<file path="config.mk">
export PLATFORM = sky130hd
export DESIGN_NAME = demux4_deser
export DESIGN_NICKNAME = d
export VERILOG_FILES = /design/src/rtl/demux4_deser.sv
export SDC_FILE = /design/constraint.sdc
export NUM_CORES = 1
export LEC_CHECK = 0
export CORE_AREA = 2 2 39 41
export CTS_BUF_LIST = sky130_fd_sc_hd__clkbuf_8
export DETAILED_ROUTE_END_ITERATION = 12
export DIE_AREA = 0 0 41 43
export PLACE_DENSITY = 0.68
export RECOVER_POWER = 25
export SLEW_MARGIN = 40
export SYNTH_ARGS = -nofsm -noshare
export SYNTH_HDL_FRONTEND = slang
export SYNTH_SLANG_ARGS = --single-unit
</file>
<file path="constraint.sdc">
create_clock -name clk -period 3.8 [get_ports clk]
set_input_delay 1.14 -clock clk [delete_from_list [all_inputs] [get_ports clk]]
set_output_delay 1.14 -clock clk [all_outputs]
set_load 0.01 [all_outputs]
</file>
<file path="src/rtl/demux4_deser.sv">
// demux4_deser: 1-to-4 deserializer with valid/ready handshakes on both sides.
// Collects four accepted serial beats (select order 00,01,10,11) and presents
// them as one registered parallel word on out_w0..out_w3. in_first resyncs the
// frame to beat 0; a resync that discards a partial frame pulses frame_err.
module demux4_deser #(
    parameter int WIDTH = 1
) (
    input  logic             clk,
    input  logic             reset,
    input  logic             in_valid,
    input  logic [WIDTH-1:0] in_data,
    input  logic             in_first,
    output logic             in_ready,
    output logic [WIDTH-1:0] out_w0,
    output logic [WIDTH-1:0] out_w1,
    output logic [WIDTH-1:0] out_w2,
    output logic [WIDTH-1:0] out_w3,
    output logic             out_valid,
    input  logic             out_ready,
    output logic [1:0]       slot,
    output logic             frame_err
);

    logic [1:0]       slot_r;
    logic [WIDTH-1:0] stage0_r;
    logic [WIDTH-1:0] stage1_r;
    logic [WIDTH-1:0] stage2_r;
    logic [WIDTH-1:0] w0_r;
    logic [WIDTH-1:0] w1_r;
    logic [WIDTH-1:0] w2_r;
    logic [WIDTH-1:0] w3_r;
    logic             out_valid_r;
    logic             frame_err_r;
    logic             in_ready_s;
    logic             accept_s;
    logic             transfer_s;

    // Ready: slots 0..2 only touch staging; slot 3 needs the output word free or leaving.
    always_comb begin
        in_ready_s = 1'b1;
        if (slot_r == 2'd3) begin
            in_ready_s = !out_valid_r || out_ready;
        end else begin
            in_ready_s = 1'b1;
        end
    end

    assign accept_s   = in_valid && in_ready_s;
    assign transfer_s = out_valid_r && out_ready;

    // Beat capture, frame load, output handshake and resync error pulse.
    always_ff @(posedge clk or negedge reset) begin
        if (!reset) begin
            slot_r      <= 2'd0;
            stage0_r    <= '0;
            stage1_r    <= '0;
            stage2_r    <= '0;
            w0_r        <= '0;
            w1_r        <= '0;
            w2_r        <= '0;
            w3_r        <= '0;
            out_valid_r <= 1'b0;
            frame_err_r <= 1'b0;
        end else begin
            frame_err_r <= 1'b0;
            // A transfer frees the word; a load below on the same edge re-asserts valid.
            if (transfer_s) begin
                out_valid_r <= 1'b0;
            end
            if (accept_s) begin
                if (in_first) begin
                    // Resync: this beat is beat 0 of a fresh frame, whatever was staged.
                    stage0_r    <= in_data;
                    slot_r      <= 2'd1;
                    frame_err_r <= (slot_r != 2'd0);
                end else begin
                    case (slot_r)
                        2'd0: begin
                            stage0_r <= in_data;
                            slot_r   <= 2'd1;
                        end
                        2'd1: begin
                            stage1_r <= in_data;
                            slot_r   <= 2'd2;
                        end
                        2'd2: begin
                            stage2_r <= in_data;
                            slot_r   <= 2'd3;
                        end
                        2'd3: begin
                            w0_r        <= stage0_r;
                            w1_r        <= stage1_r;
                            w2_r        <= stage2_r;
                            w3_r        <= in_data;
                            out_valid_r <= 1'b1;
                            slot_r      <= 2'd0;
                        end
                        default: begin
                            slot_r <= 2'd0;
                        end
                    endcase
                end
            end
        end
    end

    assign in_ready  = in_ready_s;
    assign out_w0    = w0_r;
    assign out_w1    = w1_r;
    assign out_w2    = w2_r;
    assign out_w3    = w3_r;
    assign out_valid = out_valid_r;
    assign slot      = slot_r;
    assign frame_err = frame_err_r;

endmodule
</file>
==> impl_metrics.toml <==
[status]
status = "completed"

[floorplanning]
ioPinCount = 15
rows = 14
initial_core_util_pct = 39.0
core-area_um2 = 1380
die_x_um = 41
fp.dieH_um = 43
die_area_um2 = 1760

[clocking]
cts_max_level = 1
cts_tree = "done"
cts_hold_buf = 0
root_buffer = "clkbuf_8"
clock_latency_ns = 0.24
cts_buffer_depth = 2
cts_resized = 0
cts_sinks = 11
clk_pin_slew_worst_paths_ns = 0.05
postCtsSetupBuffers = 0
cts_buffers = 3

[timing]
skew_ns = 0.00376
rsz0062_at_grt = "no"
period_share_pct = 92.7
slew_headroom_pct = 67.9
hold_ws_ns = 0.494
setup_ws_ns = 0.276
fmax_mhz = 284
maxSlewViolCount = 0
fin_crit_ns = 3.52
finalHoldViolCount = 0
setup_tns_ns = 0
tightest_slew_ns = 0.480
setup_violations = 0

[place]
dp_hpwl_um = 645
pre_cts_slack_ns = 0.283
dp.cells = 69
gp_congestion = 0.684
numPortBuffers = 14
dpl-instance-area_um2 = 688

[global_routing]
antenna_found_initial = 0
grt_util_all_layers_pct = 12.8
overflow = 0
grt_pass1_vias = 341
grt_pass1_wl_um = 1460
grt_max_degree = 12

[yosys]
yosys-top-cells-area = "dfrtp_1 51%, mux2_4 11%, ha_1 9.3%, mux2_1 6.3%, mux2i_1 3.7%"
syn_nets = 50
synth.distinct_cells = 16
syn_inst = 40
ys_seq_elements = 11
syn_area_um2 = 539
avgSynthCellArea_um2 = 13.5
synth_top_cell_by_area = "dfrtp_1"
synth_top_area_share_pct = 51.0
ys_seq_area_share_pct = 51.0
yosysWarnings = 0

[routing]
drt_drc_violations_left = 0
top_layer_used = "met4"
wl_met3_um = 80
wl_met1_um = 369
routedWlPerCell_um = 11.5
finalWirelength_um = 842
avgViaCountPerCell = 4.73
dr_wl_met2_um = 381
vias = 345
drtIter0Drc = 3
route.antenna.remaining_nets = 0
dr.pass1.iters = 3

[pwr]
irDropWorstVdd_mv = 0.360
power.density_nw_per_um2 = 683
leakage_nw = 0.339
power_mw = 0.501

[final_layout]
nets = 68
final_area_um2 = 733
final_layout_size_suffix_gt1_share_pct = 15.8
post-route-util_pct = 53.0
final_cells = 73
syn_to_final_growth_pct = 36.0
antenna_cells = 0

[hold_path]
hold_path_class = "flop to flop"

[flow_run]
maxCapViolCount = 0

[setup_path]
slowest_stage = "clkdlybuf4s50_1"
critPathRequiredTime_ns = 2.66
crit_path_start_kind = "input port"
endpoint_kind = "output pin"
crit_fanout = 5
critPathKind = "input port to output pin"
cp_common_cell = "clkdlybuf4s50_1"
critPathArrivalTime_ns = 2.38
critPathMaxStageDelay_ns = 0.58
crit_chain = "clkdlybuf4s50_1, nand3b_1, clkdlybuf4s50_1"
## cells by family (layout without fill, tap and decap cells)
| group | count (synthesis) | count (layout) | synth area share (%) |
|---|---|---|---|
| compound gates | 1 | 1 | 1.39 |
| mux | 9 | 9 | 21.1 |
| fa+ha+maj | 4 | 4 | 9.28 |
| flops | 11 | 11 | 51.0 |
| buf+inv | 3 | 20 | 3.48 |
| simple gates | 12 | 12 | 13.7 |
## report_power, final
group	internal (mW)	switching (mW)
Sequential	0.165	0.0308
Combinational	0.121	0.0711
Clock	0.0708	0.0425
Total	0.356	0.144
## state kept, by name, summed over array words and instances, names as in the netlist
name / cells
out_w3: 1
stage2_r: 1
slot: 2
out_w1: 1
out_w2: 1
out_w0: 1
frame_err: 1
stage0_r: 1
stage1_r: 1
out_valid: 1
## per-layer routing
| metal | vias to the layer above | global-route usage, % |
|---|---|---|
| met4 | 0 | 6.00 |
| met5 | - | 0 |
| met3 | 2 | 7.85 |
| li1 | 169 | - |
| met2 | 16 | 17.5 |
| met1 | 158 | 15.4 |
## layout by cell type, fill, tap and decap left out
cell type,instances
ha_1,4
nand2_1,3
nor3_1,1
inv_1,3
and3_4,1
nor3b_1,1
dfrtp_1,11
mux2i_1,2
mux2_1,3
dlygate4sd3_1,1
nand3b_1,1
nor2b_2,1
o211ai_1,1
clkbuf_8,3
nand2b_1,2
mux2_4,4
clkdlybuf4s50_1,13
nand3_1,2
## worst max-delay path, delay by kind of cell
kind          cells  cell delay, ns
buf+inv           2            1.04
simple gates      1            0.21
## Yosys cell counts
| library cell | instances |
|---|---|
| and3_4 | 1 |
| buf_6 | 1 |
| dfrtp_1 | 11 |
| ha_1 | 4 |
| inv_1 | 2 |
| mux2_1 | 3 |
| mux2_4 | 4 |
| mux2i_1 | 2 |
| nand2_1 | 3 |
| nand2b_1 | 2 |
| nand3_1 | 2 |
| nand3b_1 | 1 |
| nor2b_2 | 1 |
| nor3_1 | 1 |
| nor3b_1 | 1 |
| o211ai_1 | 1 |
## worst paths after layout
path                            cells past startpoint  slack [ns]        end      start
min in group asynchronous                           1        1.30  out_valid      reset
worst min-delay path                                1        0.49   stage0_r   stage0_r
worst max-delay path                                3        0.28   in_ready  out_ready
worst max register to register                      4        2.39   stage0_r    slot[1]
worst min register to register                      1        0.49   stage0_r   stage0_r
max in group asynchronous                           1        2.17     out_w0      reset
## layout make-up
| cell class | count | area [um^2] |
|---|---|---|
| tap | 16 | 20.0 |
| inverter | 2 | 7.51 |
| clock inverter | 1 | 3.75 |
| clock buffer | 3 | 41.3 |
| timing repair buffer | 14 | 140 |
| fill | 138 | 651 |
| sequential | 11 | 275 |
| multi-input combinational | 26 | 245 |
Note: power is estimated with default switching activity, not from simulation.
